--- src/rtl/qsys_epcs_sysid_ext.sv ---
`default_nettype none
// =====================================================================
// qsys_epcs_sysid_ext : Avalon-MM system ID, 64-bit uptime, scratch, ctrl
// Rev 1.0
// =====================================================================
module qsys_epcs_sysid_ext #(
    parameter logic [31:0] ID_VALUE     = 32'h5C72_A4F6,
    parameter logic [31:0] TIMESTAMP    = 32'h0000_0000,
    parameter int          READ_LATENCY = 1
) (
    input  logic        clock,
    input  logic        reset_n,
    input  logic [2:0]  address,
    input  logic        read,
    input  logic        write,
    input  logic [31:0] writedata,
    input  logic [3:0]  byteenable,
    output logic [31:0] readdata,
    output logic        readdatavalid
);
    localparam logic [2:0] ADDR_ID      = 3'd0;
    localparam logic [2:0] ADDR_STAMP   = 3'd1;
    localparam logic [2:0] ADDR_UP_LO   = 3'd2;
    localparam logic [2:0] ADDR_UP_HI   = 3'd3;
    localparam logic [2:0] ADDR_SCRATCH = 3'd4;
    localparam logic [2:0] ADDR_CTRL    = 3'd5;
    localparam logic [1:0] LAT_CODE     = 2'(READ_LATENCY);

    logic [63:0] uptime;
    logic [31:0] shadow;
    logic [31:0] scratch;
    logic        lock;
    logic [31:0] read_mux;
    logic        wr_en;
    logic        clear_req;

    logic [READ_LATENCY-1:0] pipe_valid;
    logic [31:0]             pipe_data [READ_LATENCY];

    // A simultaneous read wins the bus cycle; the write is dropped.
    assign wr_en     = write & ~read;
    assign clear_req = wr_en && (address == ADDR_CTRL) && writedata[1];

    always_comb begin
        read_mux = '0;
        case (address)
            ADDR_ID:      read_mux = ID_VALUE;
            ADDR_STAMP:   read_mux = TIMESTAMP;
            ADDR_UP_LO:   read_mux = uptime[31:0];
            ADDR_UP_HI:   read_mux = shadow;
            ADDR_SCRATCH: read_mux = scratch;
            ADDR_CTRL:    read_mux = {22'd0, LAT_CODE, 7'd0, lock};
            default:      read_mux = '0;
        endcase
    end

    always_ff @(posedge clock) begin
        if (!reset_n) begin
            uptime <= '0;
        end else if (clear_req) begin
            uptime <= '0;
        end else begin
            uptime <= uptime + 64'd1;
        end
    end

    // Shadow captures the high half of the very value whose low half is being read.
    always_ff @(posedge clock) begin
        if (!reset_n) begin
            shadow <= '0;
        end else if (read && (address == ADDR_UP_LO)) begin
            shadow <= uptime[63:32];
        end
    end

    always_ff @(posedge clock) begin
        if (!reset_n) begin
            scratch <= '0;
            lock    <= 1'b0;
        end else if (wr_en) begin
            if ((address == ADDR_SCRATCH) && !lock) begin
                for (int i = 0; i < 4; i++) begin
                    if (byteenable[i]) begin
                        scratch[8*i +: 8] <= writedata[8*i +: 8];
                    end
                end
            end
            if ((address == ADDR_CTRL) && writedata[0]) begin
                lock <= 1'b1;
            end
        end
    end

    always_ff @(posedge clock) begin
        if (!reset_n) begin
            pipe_valid[0] <= 1'b0;
            pipe_data[0]  <= '0;
        end else begin
            pipe_valid[0] <= read;
            if (read) begin
                pipe_data[0] <= read_mux;
            end
        end
    end

    // Each stage only loads on a valid beat so the output holds its last value.
    for (genvar g = 1; g < READ_LATENCY; g++) begin : g_stage
        always_ff @(posedge clock) begin
            if (!reset_n) begin
                pipe_valid[g] <= 1'b0;
                pipe_data[g]  <= '0;
            end else begin
                pipe_valid[g] <= pipe_valid[g-1];
                if (pipe_valid[g-1]) begin
                    pipe_data[g] <= pipe_data[g-1];
                end
            end
        end
    end

    assign readdata      = pipe_data[READ_LATENCY-1];
    assign readdatavalid = pipe_valid[READ_LATENCY-1];

endmodule
`default_nettype wire
--- config.mk ---
export PLATFORM = sky130hd
export DESIGN_NAME = qsys_epcs_sysid_ext
export DESIGN_NICKNAME = d
export VERILOG_FILES = /design/src/rtl/qsys_epcs_sysid_ext.sv
export SDC_FILE = /design/constraint.sdc
export NUM_CORES = 1
export LEC_CHECK = 0
export CAP_MARGIN = 10
export CORE_AREA = 5 5 154 97
export CTS_CLUSTER_SIZE = 30
export DETAILED_ROUTE_END_ITERATION = 16
export DIE_AREA = 0 0 159 102
export GPL_ROUTABILITY_DRIVEN = 0
export PLACE_DENSITY_LB_ADDON = 0.2
export SLEW_MARGIN = 20
export SYNTH_ARGS = -nofsm -noshare
export SYNTH_HDL_FRONTEND = slang
export SYNTH_SLANG_ARGS = --single-unit
--- constraint.sdc ---
create_clock -name clock -period 2.3 [get_ports clock]
set_input_delay 0.23 -clock clock [delete_from_list [all_inputs] [get_ports clock]]
set_output_delay 0.23 -clock clock [all_outputs]
set_load 0.02 [all_outputs]
==> metrics.txt <==
status=finished clean; Post-Syn Instances=around 860; Die W=about 160 µm; Synth area leader=dfxtp_1; ys async rst share=0%; Max Transition Viols Final=0; I/O pin count=76; register area=around 3600 µm²; Max stage delay on crit path=about 530 ps; Post-DRT Antenna Nets=0; IO buf count=75; Worst Hold Path Cells=3; Synth cell types=42; Vias/cell=5.96; Arr. time, crit path=around 2600 ps; number of synthesized flops with an enable pin=32; pre-CTS setup slack=-89.3 ps; Cell Pwr Density=675 nW/µm²; first drt pass iteration count=5; r2r startpoint=uptime[0]$_SDFF_PP0_; DR vias=6,835; Syn Area/Cell=around 8.4 µm²; initial DRC count=around 610; CP Cell Sequence=ha_2, nand4_2, nor4_2, buf_4, nand4_1, or4_1, a21oi_1; Initial Util=between 50% and 60%; first-pass GRT wire length=33,400 µm; R2R Path End=uptime[50]$_SDFF_PP0_; unrepaired setup endpoints after global routing=no; routed len/inst=roughly 18 µm; Highest Signal Layer=met4; fillers=approximately 1,000; initial antenna violation count=0; f_max=448 MHz; hold path start=address[0]; Fin. Hold Viols=0; worst path buffer plus inverter count=1; share of cells above drive strength 1=10.8%; Synth top area share=a little over a third; setup ws final=68.9 ps; # DRC=0; WHS Endpoint=lock$_SDFFE_PN0P_; layout net count=~1,000; clk_lat worst skew=430 ps; vias in the first global route=6,618; yosys warns=0; Synth Net Count=between 900 and 1,000; CP endpoint kind=register; gr ovfl total=0; register bit total from synthesis=162; critical path type=register to register; DIE AREA=16,200 µm²; Required @ worst endpoint=about 2700 ps; CTS Buffer Depth=2; max_slew headroom=52.1%; DP Wirelength=15,000 µm; CTS Root Cell=clkbuf_16; Top FF cell, synth=dfxtp_1; CTS buffer count=17; multi-input logic area=about 3400 µm²; WL met3=between 1000 and 1500 µm; Worst path slowest cell=or4_1; Clock Sinks=around 160; reg2reg path depth=7; flop2flop setup slack=between 60 and 70 ps; hold crit path type=primary input to register; hold slack=approximately 340 ps; Area Overhead vs Synth=24.9%; Worst-path clk slew=about 60 ps; mapped cell area=7210 µm²; CP top delay family=simple AND/OR/NAND/NOR gates; period utilisation layout=between 90% and 100%; drt total wl=around 21,000 µm; core area=about 13,000 µm²; register area share after synthesis=around half; Worst Max-Slew Pin Slew=about 720 ps; # diodes=0; Max IR drop VDD=around 0.0005 V; met1 WL=between 9000 and 10,000 µm; routed length on met2=~9600 µm; Power Total=0.00609 W; total track usage=around 25%; clk_skew=between 10 and 15 ps; final core occ=67.6%; setup violators final=0; CP Launch Type=register; # rows=33; H-tree Lvls=4; max-cap check violation count=0; pin count of the biggest net entering global routing=66; chip height=102 µm; Synth area leaders=dfxtp_1 (36%), edfxtp_1 (13%), a21oi_1 (9.7%), nand2_1 (7.2%), nand3_1 (4.1%); crit path max fanout=6; CTS tree=built; min cycle time layout=~2200 ps; Lkg Pwr=about 3.0 nW
[flip-flops by register name, indices dropped and copies added, names as in the netlist]
signal         flops
lock               1
shadow            32
readdatavalid      1
pipe_data         32
scratch           32
uptime            64
[through the flow]
step           instance area, µm²  TNS [ps]  instances
2_1_floorplan                7210         0        862
3_3_place_gp                 8400     -23.6       1112
6_report                     9010         0       1147
5_1_grt                      9010         0       1147
3_5_place_dp                 8400      -188       1112
4_1_cts                      8980         0       1145
[layout by cell type, fill, tap and decap left out, types with 19 or more instances in the layout]
cell type        netlist  final
a21oi_1              140    140
nand2_1              139    138
dfxtp_1              130    129
clkdlybuf4s50_1        0     74
nor2_1                72     72
nand3_1               59     59
buf_4                  0     49
o21ai_0               37     36
edfxtp_1              32     32
nand4_1               27     27
inv_1                 25     24
xnor2_1               19     19
nor2b_1               19     19
clkbuf_16              0     19
[cells in the mapped netlist (all sizes together) (4+ instances only)]
library cell and count:
clkbuf 42, xnor2 19, nor2 72, nor2b 19, mux2i 15, or4 10
or3 18, nand2 139, nand3 60, and2 4, o31ai 9, xor2 13
nor4 10, and3 4, a21oi 140, nand4 32, nor3 7, buf 7
o21ai 37, dfxtp 130, edfxtp 32, inv 25
[repair_timing]
item | 4_1_cts | 5_1_grt
hold buffers | 0 | 0
gates resized for setup | 0 | 4
buffers inserted | 1 | 2
setup endpoints to repair | 3 | 13
pin swaps | 1 | 2
[power breakdown]
group / switching, W / total (W) / internal, W
registers: 0.0000186 / 0.00295 / 0.00293
logic: 0.000222 / 0.000389 / 0.000168
clock network: 0.00123 / 0.00275 / 0.00152
[layer usage]
layer / up-vias / global-route usage, %
met2: 284 / 40.9
met5: - / 0
li1: 3210 / -
met4: 0 / 8.72
met1: 3305 / 35.3
met3: 36 / 4.47
[worst max path at each step]
stage | startpoint | to | slack (ps) | cells past startpoint
2_1_floorplan | uptime[0]$_SDFF_PP0_ | uptime[60]$_SDFF_PP0_ | 220 | 6
3_3_place_gp | uptime[0]$_SDFF_PP0_ | uptime[44]$_SDFF_PP0_ | -20 | 7
3_5_place_dp | uptime[0]$_SDFF_PP0_ | uptime[44]$_SDFF_PP0_ | -90 | 7
4_1_cts | uptime[0]$_SDFF_PP0_ | uptime[56]$_SDFF_PP0_ | 2 | 7
5_1_grt | uptime[38]$_SDFF_PP0_ | uptime[50]$_SDFF_PP0_ | 5 | 6
6_report | uptime[0]$_SDFF_PP0_ | uptime[50]$_SDFF_PP0_ | 70 | 7
[kinds of logic (layout without fill, tap and decap cells)]
family | count (synthesis) | count (layout) | share of synthesized area, %
adders and majority gates | 1 | 1 | 0.173
buffers and inverters | 75 | 185 | 4.01
xor gates and xnor gates | 32 | 32 | 3.88
and+or+nand+nor | 384 | 384 | 26.4
AOI/OAI and AO/OA | 192 | 192 | 13.9
muxes | 16 | 16 | 2.24
DFF | 162 | 162 | 49.4
[worst min-delay path, stage by stage]
cell,delay (ps)
buf_2,210
a41oi_1,230
nor2_1,50
[layout make-up]
| type | instances | area share (%) |
|---|---|---|
| Clock buffer | 19 | 5.28 |
| Sequential cell | 162 | 39.6 |
| Multi-Input combinational cell | 625 | 37.5 |
| Tap cell | 175 | 2.43 |
| Clock inverter | 13 | 1.08 |
| Timing Repair Buffer | 127 | 13.0 |
| Inverter | 26 | 1.08 |
No activity file was read; power rests on OpenSTA's default activity.
